<file path="src/rtl/rx_buffer_reader_pkg.sv">
// Shared definitions for the rx ring-buffer reader: address width, length limit,
// header/tuser field positions and reader FSM states.
package rx_buffer_reader_pkg;

  localparam int RB_ADDR_W  = 15;
  localparam int RB_MAX_LEN = 9216;

  localparam int HDR_SRC_LSB = 0;
  localparam int HDR_DST_LSB = 16;
  localparam int HDR_LEN_LSB = 32;

  localparam int TU_LEN_LSB = 0;
  localparam int TU_SRC_LSB = 16;
  localparam int TU_DST_LSB = 24;
  localparam int TU_TS_LSB  = 32;

  // Output beat carried through the skid buffer: {tdata, tkeep, tlast}
  localparam int BEAT_W = 64 + 8 + 1;

  typedef enum logic [2:0] {
    ST_IDLE,
    ST_HDR_A,
    ST_HDR_B,
    ST_HDR_C,
    ST_DATA,
    ST_COMMIT,
    ST_SKIP
  } rd_state_t;

  function automatic logic [7:0] last_keep(input logic [15:0] len);
    if (len[2:0] == 3'd0) return 8'hFF;
    return (8'h01 << len[2:0]) - 8'h01;
  endfunction

endpackage

</file>
<file path="src/rtl/rx_reader_skid.sv">
// Two-entry valid/ready skid buffer; the head entry drives the output directly.
module rx_reader_skid #(
  parameter int DATA_W = 73
) (
  input  logic              clk,
  input  logic              reset_n,
  input  logic              s_valid,
  input  logic [DATA_W-1:0] s_data,
  output logic              m_valid,
  output logic [DATA_W-1:0] m_data,
  input  logic              m_ready,
  output logic [1:0]        level
);

  logic [DATA_W-1:0] head_q;
  logic [DATA_W-1:0] tail_q;
  logic [1:0]        cnt_q;
  logic              pop;
  logic              push;

  assign m_valid = (cnt_q != 2'd0);
  assign m_data  = head_q;
  assign level   = cnt_q;
  assign pop     = m_valid && m_ready;
  assign push    = s_valid && ((cnt_q != 2'd2) || pop);

  always_ff @(posedge clk or negedge reset_n) begin
    if (!reset_n) begin
      cnt_q  <= 2'd0;
      head_q <= '0;
    end else begin
      cnt_q <= cnt_q + {1'b0, push} - {1'b0, pop};
      if (pop && (cnt_q == 2'd2))
        head_q <= tail_q;
      else if (push && ((cnt_q == 2'd0) || ((cnt_q == 2'd1) && pop)))
        head_q <= s_data;
    end
  end

  // Tail is never observable until promoted, so it carries no reset.
  always_ff @(posedge clk) begin
    if (push && (((cnt_q == 2'd1) && !pop) || ((cnt_q == 2'd2) && pop)))
      tail_q <= s_data;
  end

endmodule

</file>
<file path="src/rtl/rx_buffer_reader.sv">
// Reads committed frames from the rx ring buffer and streams them out on AXI4-Stream.
// Optional frame statistics counters are built when RX_BUFFER_READER_STATS_EN is defined.
module rx_buffer_reader
  import rx_buffer_reader_pkg::*;
#(
  parameter int ADDR_W  = RB_ADDR_W,
  parameter int MAX_LEN = RB_MAX_LEN
) (
  input  logic              clk,
  input  logic              reset_n,
  input  logic [ADDR_W-1:0] commited_wr_address,
  output logic [ADDR_W-1:0] commited_rd_address,
  output logic [ADDR_W-1:0] rd_addr,
  output logic              rd_en,
  input  logic [63:0]       rd_data,
  output logic [63:0]       m_axis_tdata,
  output logic [7:0]        m_axis_tkeep,
  output logic [127:0]      m_axis_tuser,
  output logic              m_axis_tvalid,
  output logic              m_axis_tlast,
  input  logic              m_axis_tready,
  output logic [31:0]       frames_out,
  output logic [31:0]       frames_err
);

  rd_state_t         state_q, state_d;
  logic [7:0]        src_q, dst_q;
  logic [15:0]       len_q;
  logic [63:0]       ts_q;
  logic [ADDR_W-1:0] rd_idx_q;
  logic [ADDR_W-1:0] wlen;
  logic [ADDR_W-1:0] next_hdr;
  logic [16:0]       len_rnd;
  logic              len_ok, more, room, issue, beat_pop;
  logic [1:0]        level;
  logic [2:0]        occ;
  logic              vld_p1, last_p1;
  logic [7:0]        keep_p1;
  logic [BEAT_W-1:0] beat_out;

  assign len_rnd  = {1'b0, len_q} + 17'd7;
  assign wlen     = ADDR_W'(len_rnd >> 3);
  assign next_hdr = commited_rd_address + ADDR_W'(2) + wlen;
  assign len_ok   = (len_q != 16'd0) && (int'(len_q) <= MAX_LEN);
  assign beat_pop = m_axis_tvalid && m_axis_tready;

  // Reserve a skid slot for every read in flight; a beat leaving this cycle frees one.
  assign occ   = {1'b0, level} + {2'b00, vld_p1};
  assign room  = (occ <= ({2'b00, beat_pop} + 3'd1));
  assign more  = (rd_idx_q < wlen);
  assign issue = more && room &&
                 (((state_q == ST_HDR_C) && len_ok) || (state_q == ST_DATA));

  always_comb begin
    state_d = state_q;
    rd_en   = 1'b0;
    rd_addr = '0;
    case (state_q)
      ST_IDLE:   if (commited_wr_address != commited_rd_address) state_d = ST_HDR_A;
      ST_HDR_A: begin
        rd_en   = 1'b1;
        rd_addr = commited_rd_address;
        state_d = ST_HDR_B;
      end
      ST_HDR_B: begin
        rd_en   = 1'b1;
        rd_addr = commited_rd_address + ADDR_W'(1);
        state_d = ST_HDR_C;
      end
      ST_HDR_C:  state_d = len_ok ? ST_DATA : ST_SKIP;
      ST_DATA:   if (beat_pop && m_axis_tlast) state_d = ST_COMMIT;
      ST_COMMIT: state_d = ST_IDLE;
      ST_SKIP:   state_d = ST_IDLE;
      default:   state_d = ST_IDLE;
    endcase
    if (issue) begin
      rd_en   = 1'b1;
      rd_addr = commited_rd_address + ADDR_W'(2) + rd_idx_q;
    end
  end

  always_ff @(posedge clk or negedge reset_n) begin
    if (!reset_n) begin
      state_q             <= ST_IDLE;
      commited_rd_address <= '0;
      rd_idx_q            <= '0;
      vld_p1              <= 1'b0;
      src_q               <= '0;
      dst_q               <= '0;
      len_q               <= '0;
      ts_q                <= '0;
    end else begin
      state_q <= state_d;
      vld_p1  <= issue;
      if (state_q == ST_HDR_A)
        rd_idx_q <= '0;
      else if (issue)
        rd_idx_q <= rd_idx_q + ADDR_W'(1);
      if (state_q == ST_HDR_B) begin
        src_q <= rd_data[HDR_SRC_LSB +: 8];
        dst_q <= rd_data[HDR_DST_LSB +: 8];
        len_q <= rd_data[HDR_LEN_LSB +: 16];
      end
      if (state_q == ST_HDR_C) ts_q <= rd_data;
      if (state_q == ST_COMMIT)
        commited_rd_address <= next_hdr;
      else if (state_q == ST_SKIP)
        commited_rd_address <= commited_wr_address;
    end
  end

  // p1: beat attributes travel with the read until rd_data returns
  always_ff @(posedge clk) begin
    last_p1 <= (rd_idx_q == (wlen - ADDR_W'(1)));
    keep_p1 <= (rd_idx_q == (wlen - ADDR_W'(1))) ? last_keep(len_q) : 8'hFF;
  end

  rx_reader_skid #(
    .DATA_W (BEAT_W)
  ) u_skid (
    .clk     (clk),
    .reset_n (reset_n),
    .s_valid (vld_p1),
    .s_data  ({rd_data, keep_p1, last_p1}),
    .m_valid (m_axis_tvalid),
    .m_data  (beat_out),
    .m_ready (m_axis_tready),
    .level   (level)
  );

  assign {m_axis_tdata, m_axis_tkeep, m_axis_tlast} = beat_out;

  always_comb begin
    m_axis_tuser                    = '0;
    m_axis_tuser[TU_LEN_LSB +: 16]  = len_q;
    m_axis_tuser[TU_SRC_LSB +: 8]   = src_q;
    m_axis_tuser[TU_DST_LSB +: 8]   = dst_q;
    m_axis_tuser[TU_TS_LSB +: 64]   = ts_q;
  end

`ifdef RX_BUFFER_READER_STATS_EN
  logic [31:0] frames_out_q;
  logic [31:0] frames_err_q;

  always_ff @(posedge clk or negedge reset_n) begin
    if (!reset_n) begin
      frames_out_q <= '0;
      frames_err_q <= '0;
    end else begin
      if (beat_pop && m_axis_tlast) frames_out_q <= frames_out_q + 32'd1;
      if (state_q == ST_SKIP)       frames_err_q <= frames_err_q + 32'd1;
    end
  end

  assign frames_out = frames_out_q;
  assign frames_err = frames_err_q;
`else
  assign frames_out = '0;
  assign frames_err = '0;
`endif

endmodule

</file>
<file path="config.mk">
export PLATFORM = sky130hd
export DESIGN_NAME = rx_buffer_reader
export DESIGN_NICKNAME = d
export VERILOG_FILES = /design/src/rtl/rx_buffer_reader_pkg.sv /design/src/rtl/rx_reader_skid.sv /design/src/rtl/rx_buffer_reader.sv
export SDC_FILE = /design/constraint.sdc
export NUM_CORES = 1
export LEC_CHECK = 0
export ABC_AREA = 1
export BUFFER_PORTS_ARGS = -buffer_cell sky130_fd_sc_hd__buf_2
export CAP_MARGIN = 20
export CORE_MARGIN = 5
export CORE_UTILIZATION = 45
export DETAILED_ROUTE_END_ITERATION = 8
export GPL_TIMING_DRIVEN = 0
export PLACE_DENSITY = 0.69
export SYNTH_ARGS = -nofsm -noshare
export SYNTH_HDL_FRONTEND = slang
export SYNTH_HIERARCHICAL = 1
export SYNTH_SLANG_ARGS = --single-unit
</file>
<file path="constraint.sdc">
create_clock -name clk -period 5.72 [get_ports clk]
set_clock_uncertainty 0.2 [all_clocks]
set_input_delay 1.144 -clock clk [delete_from_list [all_inputs] [get_ports clk]]
set_output_delay 1.144 -clock clk [all_outputs]
set_load 0.1 [all_outputs]
</file>
Word-level counts from Yosys, hierarchy flattened --
Index checks and enable logic that the tools add are counted.
Storage, ports and cells: RAM bits 0, memories kept 0, word-level logic and storage cells 86, output and inout bits 297, ROM bits 0, register bits after elaboration 287, bits in latches 0
Operators by class: add/subtract/negate cells 12, multiplexer cells 17, multipliers 0, reduce and logical (&&, ||, !) cells 27, shifts and indexed selects 1, magnitude comparators 3, equal/unequal tests 13, divide/modulo/power cells 0, bitwise logic cells 0
Operators with widths (number):
- 73-bit 2-to-1 mux | 2
- 15-bit 2-to-1 mux | 5
- 15-bit by 1-bit adder with 15-bit output, second input constant | 2
- 15-bit one-hot mux with 2 select lines | 1
- 16-bit by 3-bit adder with 17-bit output, second input constant | 1
- 16-bit by 14-bit <= comparator with 1-bit output, second input constant | 1
- 8-bit 2-to-1 mux | 2
- 16-bit nonzero test | 1
- 15-bit by 14-bit adder with 15-bit output | 1
- 15-bit adder | 1
- 15-bit by 2-bit adder with 15-bit output, second input constant | 1
- 15-bit equality test | 1
- 15-bit by 14-bit < comparator with 1-bit output | 1
- 15-bit != test | 1
- 3-bit one-hot mux with 5 select lines | 1
- 14-bit by 1-bit subtractor with 15-bit output, second input constant | 1
- 1-bit logical AND | 12
- 3-bit equality test, second input constant | 3
- 2-bit nonzero test | 4
- 1-bit by 3-bit << shifter with 8-bit output, first input constant | 1
- 8-bit by 1-bit subtractor with 8-bit output, second input constant | 1
- 3-bit by 2-bit equality test with 1-bit output, second input constant | 2
- 3-bit zero test | 2
- 3-bit 2-to-1 mux | 2
- 17 further kinds | 23

Depth between registers and ports, before layout --
Gate-level depths: netlist of run 1.
depth in word-level cells 8, mapped depth 20

Hierarchy --
The synthesis of run 1 kept the hierarchy.
By module, submodules not included:
- rx_buffer_reader | seq. area each 3433.3 µm², instances 1, cells an instance 1231, area an instance 9917.0 µm²
- rx_reader_skid | seq. area each 4068.9 µm², instances 1, cells an instance 666, area an instance 6409.9 µm²

Worst setup path after synthesis of run 1 --
OpenSTA, ideal clock, no wires.
path type register to output, start reg len_q[0], end out rd_addr[5], path buffers 2, cell stages (with the launch flop) 17, path slack -777 ps, arrival time 5153 ps, data required time 4376 ps, path through dfrtp_1 inv_1 nand2_4 buf_8 nand2_2 nor2_1 nand2_1 nand2_1 nand2_1 ha_1 a21o_1 a211oi_1 nand4_1 nor2_1 o21ai_1 clkbuf_1 o21ai_0
Between the ends: longest elaborated chain between the ends 6, elaborated cells between the ends (all ways) 10
Ends and longest elaborated chain:
- from (decl) | RTL line rx_buffer_reader.sv:28 | logic [15:0] len_q;
- from (signal assigned) | RTL line rx_buffer_reader.sv:102 | len_q <= rd_data[HDR_LEN_LSB +: 16];
- branches (longest 4 deep; another with 16-bit by 3-bit adder with 17-bit output)
- 1-bit logical AND (*) | RTL line rx_buffer_reader.sv:51 | assign issue = more && room &&
- 15-bit 2-to-1 mux (*) | RTL line rx_buffer_reader.sv:76 | if (issue) begin
- to (decl) | RTL line rx_buffer_reader.sv:13 | output logic [ADDR_W-1:0] rd_addr,
Mark *: on every way between the ends.

Worst setup path in the final report of run 1 --
start reg len_q[3], end out rd_addr[8]
Between the ends: longest elaborated chain between the ends 6, elaborated cells between the ends (all ways) 10
Ends and longest elaborated chain:
- branches (longest 4 deep; another with 16-bit by 3-bit adder with 17-bit output)
- 1-bit logical AND (*) | RTL line rx_buffer_reader.sv:51
- named net issue | RTL line rx_buffer_reader.sv:34 | logic len_ok, more, room, issue, beat_pop;
- 15-bit 2-to-1 mux (*) | RTL line rx_buffer_reader.sv:76
Mark *: on every way through the listed nets, which the timed path passes.

==> results of run 1 <==
[per-layer routing]
layer,global-route usage (%),vias to the layer above
li1,-,7003
met4,7.227,0
met1,31.32,6991
met5,0,-
met3,3.764,95
met2,42.35,485
[registers in the layout (all words and copies together) (netlist names)]
signal               cells
u_skid/m_data           73
u_skid/tail_q           73
ts_q                    64
len_q                   16
commited_rd_address     15
rd_idx_q                15
dst_q                    8
keep_p1                  8
src_q                    8
state_q                  3
u_skid/level             2
last_p1                  1
vld_p1                   1
[cell type report]
| type | instances | area share, % |
|---|---|---|
| buffer | 183 | 5.860 |
| clock buffer | 36 | 4.039 |
| clock inverter | 22 | 1.325 |
| inverter | 144 | 2.720 |
| multi-input combinational | 1378 | 37.67 |
| sequential | 287 | 37.68 |
| tap | 461 | 2.896 |
| timing repair buffer | 285 | 7.807 |
[worst min-delay path by stage]
stage	endpoint	cells after the start	startpoint
after floorplan	u_skid/tail_q[0]	0	last_p1
after global placement	u_skid/tail_q[1]	0	keep_p1[0]
after detailed placement	u_skid/tail_q[5]	0	keep_p1[4]
after CTS	u_skid/tail_q[5]	0	keep_p1[4]
after global routing	u_skid/tail_q[0]	0	last_p1
final	u_skid/tail_q[5]	0	keep_p1[4]
[cells in the final DEF, fill, tap and decap left out, types with 9 or more instances in the layout]
cell type                   instances
sky130_fd_sc_hd__buf_2            310
sky130_fd_sc_hd__nor2_1            70
sky130_fd_sc_hd__mux2_2            47
sky130_fd_sc_hd__clkbuf_1          34
sky130_fd_sc_hd__dfxtp_1            9
sky130_fd_sc_hd__nand3_1          132
sky130_fd_sc_hd__conb_1            97
sky130_fd_sc_hd__clkbuf_16         31
sky130_fd_sc_hd__xnor2_1           12
sky130_fd_sc_hd__buf_4            107
sky130_fd_sc_hd__xor2_1            38
sky130_fd_sc_hd__nor4_1             9
sky130_fd_sc_hd__nand2_2           16
sky130_fd_sc_hd__a21oi_1           56
sky130_fd_sc_hd__nand3_2           16
sky130_fd_sc_hd__nand4_1           87
sky130_fd_sc_hd__ha_1              51
sky130_fd_sc_hd__inv_1            132
sky130_fd_sc_hd__o21ai_0          108
sky130_fd_sc_hd__dfrtp_1          202
sky130_fd_sc_hd__inv_2              9
sky130_fd_sc_hd__nand2_1          525
sky130_fd_sc_hd__o211ai_1          11
sky130_fd_sc_hd__nor3_1            29
sky130_fd_sc_hd__edfxtp_1          73
[per-stage QoR]
| step | setup slack, ns | hold WS, ns |
|---|---|---|
| 2_1_floorplan | -0.03312 | 0.2086 |
| 3_3_place_gp | -0.2837 | 0.2145 |
| 3_5_place_dp | -0.08135 | 0.2135 |
| 4_1_cts | 0.02084 | 0.2281 |
| 5_1_grt | 0.008650 | 0.2468 |
| 6_report | 0.2985 | 0.2290 |
[what timing repair did]
item | in CTS | in global routing
gates resized for setup | 8 | 33
pin swaps | 0 | 0
hold endpoints to repair | 0 | 0
setup endpoints to repair | 14 | 16
hold buffers | 0 | 0
[kinds of logic after synthesis]
group / after synthesis
AOI/OAI and AO/OA: 222
xor gates and xnor gates: 53
adders and majority gates: 54
buffers and inverters: 327
DFF: 287
muxes: 47
other: 2
and+or+nand+nor: 905
[worst max-delay path, stage by stage, from the launching register on]
cell and delay, ns:
sky130_fd_sc_hd__dfrtp_1 0.47, sky130_fd_sc_hd__nand2_2 0.15, sky130_fd_sc_hd__nor2_2 0.23, sky130_fd_sc_hd__nand2_2 0.09, sky130_fd_sc_hd__nor2_1 0.20, sky130_fd_sc_hd__nand2_1 0.09
sky130_fd_sc_hd__nand2_1 0.09, sky130_fd_sc_hd__nand2_1 0.14, sky130_fd_sc_hd__ha_1 0.34, sky130_fd_sc_hd__a21o_1 0.17, sky130_fd_sc_hd__a211oi_1 0.19, sky130_fd_sc_hd__nand4_1 0.11
sky130_fd_sc_hd__nor2_1 0.17, sky130_fd_sc_hd__o21ai_2 0.13, sky130_fd_sc_hd__clkinv_2 0.14, sky130_fd_sc_hd__clkbuf_4 0.24, sky130_fd_sc_hd__nand2_1 0.11, sky130_fd_sc_hd__o221ai_1 0.15
sky130_fd_sc_hd__buf_6 0.29
==> results.txt, run 1 <==
The routed design has 51,170 um of wire. The run finished with clean final reports. At the pin with the least slew margin, the transition time is 0.9506 ns.

The startpoint kind of the worst setup timing path was a flop. Accumulated negative setup slack: 0 ns. For the number of fillers in the final layout, the log shows 3,295. Yosys printed 6 warnings. The per-instance average area after synthesis is 8.607 um2.

After synthesis, the share of flip-flops with an asynchronous set or reset is 71.43%. Post-CTS timing repair inserted 0 buffers for setup. Clock period minus worst slack: 5.421 ns. The logs give 14,279 for the number of global-route vias before repair and 5 for the first-pass detailed-route iteration total. Data on the critical path is required at its endpoint by 4.38 ns. Setup repair after global routing left no endpoint under its margin. The detail route stage leaves a number of antenna-violating nets equal to 0. Summing the areas of all and, or, nand and nor instances in the mapped netlist gives 25.43% of the synthesized area. The logs give 16,330 um2 for the combined area of all synthesized cells and 896 for the violation count after the first detailed-routing iteration. The initial standard-cell utilization of the core was 45.79%.

The cell count after synthesis came out at 1,897. Overall die area: 40,190 um2. For this design, the sink count on the clock tree is 287.

The critical path in this run is classified as reg -> out. The initial antenna violation count was 0; the share of the core filled with cells in the final layout was 55.87%. Detailed placement ended at an HPWL of 39,510 um.

The tools report the critical register-to-register path startpoint as len_q[2]. The number of antenna diodes in the final layout is 0. The fraction of the mapped netlist area in compound gates works out to 7.594%. The dominant combinational cell family by area after synthesis was simple AND/OR/NAND/NOR gates. After Yosys synthesis, XOR and XNOR cells account for 3.050% of the synthesized area.

Following the worst setup path forward leads to its endpoint at rd_addr[8]. The tree is rooted in a sky130_fd_sc_hd__clkbuf_16. From bottom edge to top edge, the die measures 200.5 um.

TritonCTS built the clock tree. The biggest fanout along the worst timing path was 10; the count of H-tree levels built during CTS was 1. Clock tree synthesis inserted a total of 31 buffers. The tool flagged a number of max-cap violations equal to 0.

The topmost layer with routed signal wires is met4. Cells with a size suffix above 1 make up 25.91% of the layout. Measured along the x axis, the die boundary spans 200.5 um. The via count is 14,574, and the count of endpoints failing hold in the final timing report is 0.

The tools report the sequential element share of the synthesized area as 45.95%. The critical register-to-register path endpoint is commited_rd_address[12]. Counting flops and latches in the post-synthesis netlist gives 287. The area after detailed placement is 18,760 um2, and the post-layout instance count excluding filler cells is 2,796.

The final count of pins violating max slew was 0; the number of ports placed on the die boundary was 379. In this run, placement finished with an instance count of 2,738. The length of routed met2 wiring came out at 25,360 um. Measured against its own limit, the worst slew margin works out to 36.63%. Static timing analysis puts the maximum clock frequency at 184.5 MHz. In the final design database the tool counted 2,446 nets. Yosys mapped a number of flops with a built-in enable equal to 73. Data arrives at the worst endpoint at 4.08 ns.

The number of buffers on the longest clock path is 3. Yosys mapped the design onto 55 distinct sky130hd cell types. The total track usage is 24.26%. Relative to the synthesized area, the layout overhead comes to 22.01%. Post-detailed-route via-to-cell ratio: 5.212. In this run the tool buffered the top-level ports with 282 buffer cells.

Clock-pin slew was measured on the worst setup and hold paths at 0.06 ns. For the maximum number of pins on one net before global-route repair, the log shows 107. The clock reaches the later pin of the worst-skew pair after 0.57 ns. The logs give 0 for the residual overflow from global routing and 19,920 um2 for the post-route standard cell area excluding fillers. The run gives 35,660 um2 as the placeable core region. The worst setup path is captured at an output pin. Counting cells, the worst reg-to-reg path comes to 19. The critical path starts at len_q[3]. Counting instances in the post-synthesis netlist gives the leading cell types as sky130_fd_sc_hd__nand2_1, sky130_fd_sc_hd__dfrtp_1, sky130_fd_sc_hd__inv_1, sky130_fd_sc_hd__nand3_1, sky130_fd_sc_hd__o21ai_0. For this run, design rule violations remaining after detail routing come to 0. The adder-cell share of the synthesized area was 4.276%. In the final routing, the length of wire on met1 measures 21,180 um. The number of core rows was 69. Routability-driven placement finished with a final weighted congestion of 0.8811. The proportion of netlist area held by the largest area contributor came out at 31.42%.

The final critical-path share of the clock period came out at 94.78%. After synthesis, the cell types taking the most area are sky130_fd_sc_hd__dfrtp_1, sky130_fd_sc_hd__edfxtp_1, sky130_fd_sc_hd__nand2_1. The logs give 7505 um2 for the area of the multi-input gates and 1.86 ns for the register-to-register setup slack. The type of the tightest min-delay check is reg -> reg. The most used flip-flop cell after synthesis is sky130_fd_sc_hd__dfrtp_1. The multiplexer fraction of the synthesized cell area was 3.242%.

After detailed routing, the average wire length per cell comes to 18.30 um. The most common cell in the synthesized netlist is sky130_fd_sc_hd__nand2_1. The register cell area after layout is 7506 um2, and the setup violation total in the final timing report is 0. The logs give 79,760 um for the global-route wire length before repair and 3041 um for the wire length on met3. The biggest area contributor in the post-synthesis netlist is sky130_fd_sc_hd__dfrtp_1.
Power of run 1 is not shown: default switching activity piles up to over one toggle a cycle in this logic, so the estimate is an artifact.
==> run 2, diff against run 1 <==
CELL_PAD_IN_SITES_DETAIL_PLACEMENT = 1   (was unset)
CELL_PAD_IN_SITES_GLOBAL_PLACEMENT = 2   (was unset)
CORE_UTILIZATION = 32   (was 45)
PLACE_DENSITY = unset   (was 0.69)
PLACE_DENSITY_LB_ADDON = 0.1   (was unset)
==> run 2 against run 1 <==
Via count shrank 0.93%; worst hold slack gained 0.0046 ns; design area grew 1.6%; largest cell class is now multi-input combinational cells; clock-buffer cell count grew 11; sequential share of layout area shrank 0.62 points; register-to-register slack lost 0.20 ns; worst setup slack lost 0.063 ns; wire length grew 17%; flip-flop and latch count is the same; critical path type unchanged.
==> results.txt, run 2 (same netlist as run 1, synthesis figures left out) <==
The cell count after placement was 2,950 (was 2,738); the count of endpoints failing hold in the final timing report was 0 (unchanged). The worst setup margin is 0.2356 ns (was 0.2985 ns). The post-synthesis to final-layout area growth is 24.01% (was 22.01%).

The critical register-to-register path endpoint was commited_rd_address[12] (unchanged). The biggest fanout along the worst timing path is 10 (unchanged). The residual overflow from global routing was 0 (unchanged). The final critical-path share of the clock period is 95.88% (was 94.78%), and the detail-routed net length per standard cell is 19.80 um (was 18.30 um).

The startpoint of the most critical setup path is len_q[0] (was len_q[3]). The tools report the kind of capture point of the worst setup path as an output pin (unchanged). The length of routed met2 wiring was 30,090 um (was 25,360 um); the die span in y was 235.9 um (was 200.5 um). The run gives 85 (was 107) as the maximum number of pins on one net before global-route repair. Overall die area: 55,640 um2 (was 40,190 um2). The tools report the end of the critical path as rd_addr[11] (was rd_addr[8]). For the weighted congestion at the end of routability-driven global placement, the log shows 0.8509 (was 0.8811). The tools report the count of H-tree levels built during CTS as 2 (was 1). The logs give 4.38 ns (about the same) for the data required time at the worst endpoint and 82 (was 69) for the number of core rows. The count of nets after finishing is 2,452 (was 2,446). The clock period minus worst slack works out to 5.484 ns (was 5.421 ns). TritonCTS built the clock tree. The number of nets with antenna violations after detailed routing is 0 (unchanged), and the max-capacitance violation count is 0 (unchanged). The depth of the most critical reg-to-reg path was 19 (unchanged); the initial antenna violation count was 1 (was 0). The topmost layer with routed signal wires was met5 (was met4). The detailed-route wire length was 59,690 um (was 51,170 um); the worst-skew pair later-pin latency was 0.54 ns (was 0.57 ns). The via count was 14,438 (was 14,574).

For the number of sinks on the clock net, the log shows 287 (unchanged). Final count of pins violating max slew: 0 (unchanged). The run gives 91,740 um (was 79,760 um) as the global-route wire length before repair. The most frequent standard cell in the layout excluding fill and tap cells was sky130_fd_sc_hd__nand2_1 (unchanged).

The number of fillers in the final layout came out at 6,057 (was 3,295). For the register-to-register setup slack, the log shows 1.66 ns (was 1.86 ns). The startpoint kind of the worst setup timing path was a flop (unchanged).

The layout cell share with drive strength beyond 1 is 25.95% (was 25.91%). The highest achievable clock rate came out at 182.3 MHz (was 184.5 MHz). The critical path data arrival time was 4.14 ns (was 4.08 ns); the detailed-route wire length on metal 1 was 26,320 um (was 21,180 um). The post-layout instance count excluding filler cells is 3,015 (was 2,796), and the number of ports placed on the die boundary is 379 (unchanged).

Most used cells in the layout excluding fill and tap cells: sky130_fd_sc_hd__nand2_1, sky130_fd_sc_hd__buf_2, sky130_fd_sc_hd__dfrtp_1, sky130_fd_sc_hd__inv_1, sky130_fd_sc_hd__nand3_1 (unchanged). Setup violation total in the final timing report: 0 (unchanged). Root buffer cell: sky130_fd_sc_hd__clkbuf_16 (unchanged). The number of buffers added on ports came out at 282 (unchanged). For the initial standard-cell utilization of the core, the log shows 32.48% (was 45.79%).

The critical register-to-register path startpoint was len_q[2] (unchanged). The flow ran to the end, and the final reports show no timing, DRC or antenna violations. The run gives 20.74% (was 24.26%) as the total track usage. The slew at the pin closest to its max-slew limit was 0.9685 ns (was 0.9506 ns); the minimum setup slack after placement was -0.04476 ns (was -0.08135 ns).

For the number of global-route vias before repair, the log shows 15,150 (was 14,279). The post-detailed-route via-to-cell ratio was 4.789 (was 5.212). The tools report the wire length on met3 as 1836 um (was 3041 um). The run gives 777 (was 896) as the violation count after the first detailed-routing iteration. The clock buffer count from CTS was 36 (was 31). For the placed wire-length estimate, the log shows 46,590 um (was 39,510 um).

The type of the tightest min-delay check was reg -> reg (unchanged). The kind of critical path was reg -> out (unchanged). The post-route DRC violation count is 0 (unchanged), and the first-pass detailed-route iteration total is 4 (was 5). The overall die width is 235.9 um (was 200.5 um), and the number of buffers on the longest clock path is 3 (unchanged).

The clock transition at the registers of the reported paths was 0.06 ns (about the same); the relative slew slack was 35.43% (was 36.63%). The placeable core region is 50,270 um2 (was 35,660 um2), and the number of antenna diodes is 0 (unchanged). For the count of hold-fix buffers inserted at cts, the log shows 0 (unchanged).
[run 2: cell count changes in the layout (fill, tap and decap cells not counted), moves of 2 or more]
cell	previous run	this run
sky130_fd_sc_hd__clkbuf_16	31	36
sky130_fd_sc_hd__clkbuf_8	2	5
sky130_fd_sc_hd__clkbuf_4	7	9
sky130_fd_sc_hd__clkinv_1	8	10
sky130_fd_sc_hd__buf_4	107	105
sky130_fd_sc_hd__dfrtp_1	202	204
sky130_fd_sc_hd__dfrtp_2	3	1
sky130_fd_sc_hd__bufinv_16	6	1
[run 2: routing by layer]
metal / up-vias / track usage, %
li1: 7009 / -
met1: 7135 / 26.76
met2: 218 / 36.82
met3: 74 / 2.909
met4: 2 / 5.032
met5: - / 0
[run 2: how the worst min path moves through the flow]
stage,start,end,depth (start not counted)
finish,keep_p1[0],u_skid/tail_q[1],0
global route,keep_p1[6],u_skid/tail_q[7],0
CTS,last_p1,u_skid/tail_q[0],0
detailed placement,keep_p1[2],u_skid/tail_q[3],0
global placement,keep_p1[0],u_skid/tail_q[1],0
floorplan,last_p1,u_skid/tail_q[0],0
[run 2: worst max-delay path, cell delays in order (launching register included)]
cell and delay, ns:
sky130_fd_sc_hd__dfrtp_1 0.50, sky130_fd_sc_hd__inv_1 0.16, sky130_fd_sc_hd__nand2_4 0.11, sky130_fd_sc_hd__buf_8 0.15, sky130_fd_sc_hd__nand2_2 0.07, sky130_fd_sc_hd__nor2_1 0.21
sky130_fd_sc_hd__nand2_1 0.08, sky130_fd_sc_hd__nand2_1 0.08, sky130_fd_sc_hd__nand2_1 0.13, sky130_fd_sc_hd__ha_1 0.35, sky130_fd_sc_hd__a21o_1 0.17, sky130_fd_sc_hd__a211oi_1 0.22
sky130_fd_sc_hd__nand4_1 0.11, sky130_fd_sc_hd__nor2_1 0.15, sky130_fd_sc_hd__o21ai_2 0.14, sky130_fd_sc_hd__inv_4 0.14, sky130_fd_sc_hd__clkbuf_4 0.26, sky130_fd_sc_hd__nand2_1 0.12
sky130_fd_sc_hd__o211ai_1 0.15, sky130_fd_sc_hd__buf_6 0.28
[run 2: what timing repair did]
action	in CTS	in global routing
resized for setup	10	25
setup endpoints to repair	15	16
buffers inserted	0	0
[run 2: cell type report]
cell class              count  area, um2  share of cell area, %
flip-flops and latches    287       7503                  37.06
well taps                 672      840.8                  4.153
multi-input cells        1378       7505                  37.07
repair buffers            286       1574                  7.774
plain buffers             183       1169                  5.772
clock inverters            18      120.1                 0.5933
inverters                 144      543.0                  2.682
clock buffers              47      992.2                  4.901
[run 2: metrics by stage]
stage / hold slack [ns] / utilization [%] / setup TNS (ns) / instance area [um2]
detailed placement: 0.2217 / 37.90 / -0.08975 / 19060
CTS: 0.2356 / 40.16 / 0 / 20190
global placement: 0.2137 / 37.68 / -112.88 / 18940
floorplan: 0.2086 / - / -0.03312 / 16690
finish: 0.2337 / 40.27 / 0 / 20250
global route: 0.2475 / 40.27 / -0.002951 / 20250
Power of run 2 is left out for the same reason.
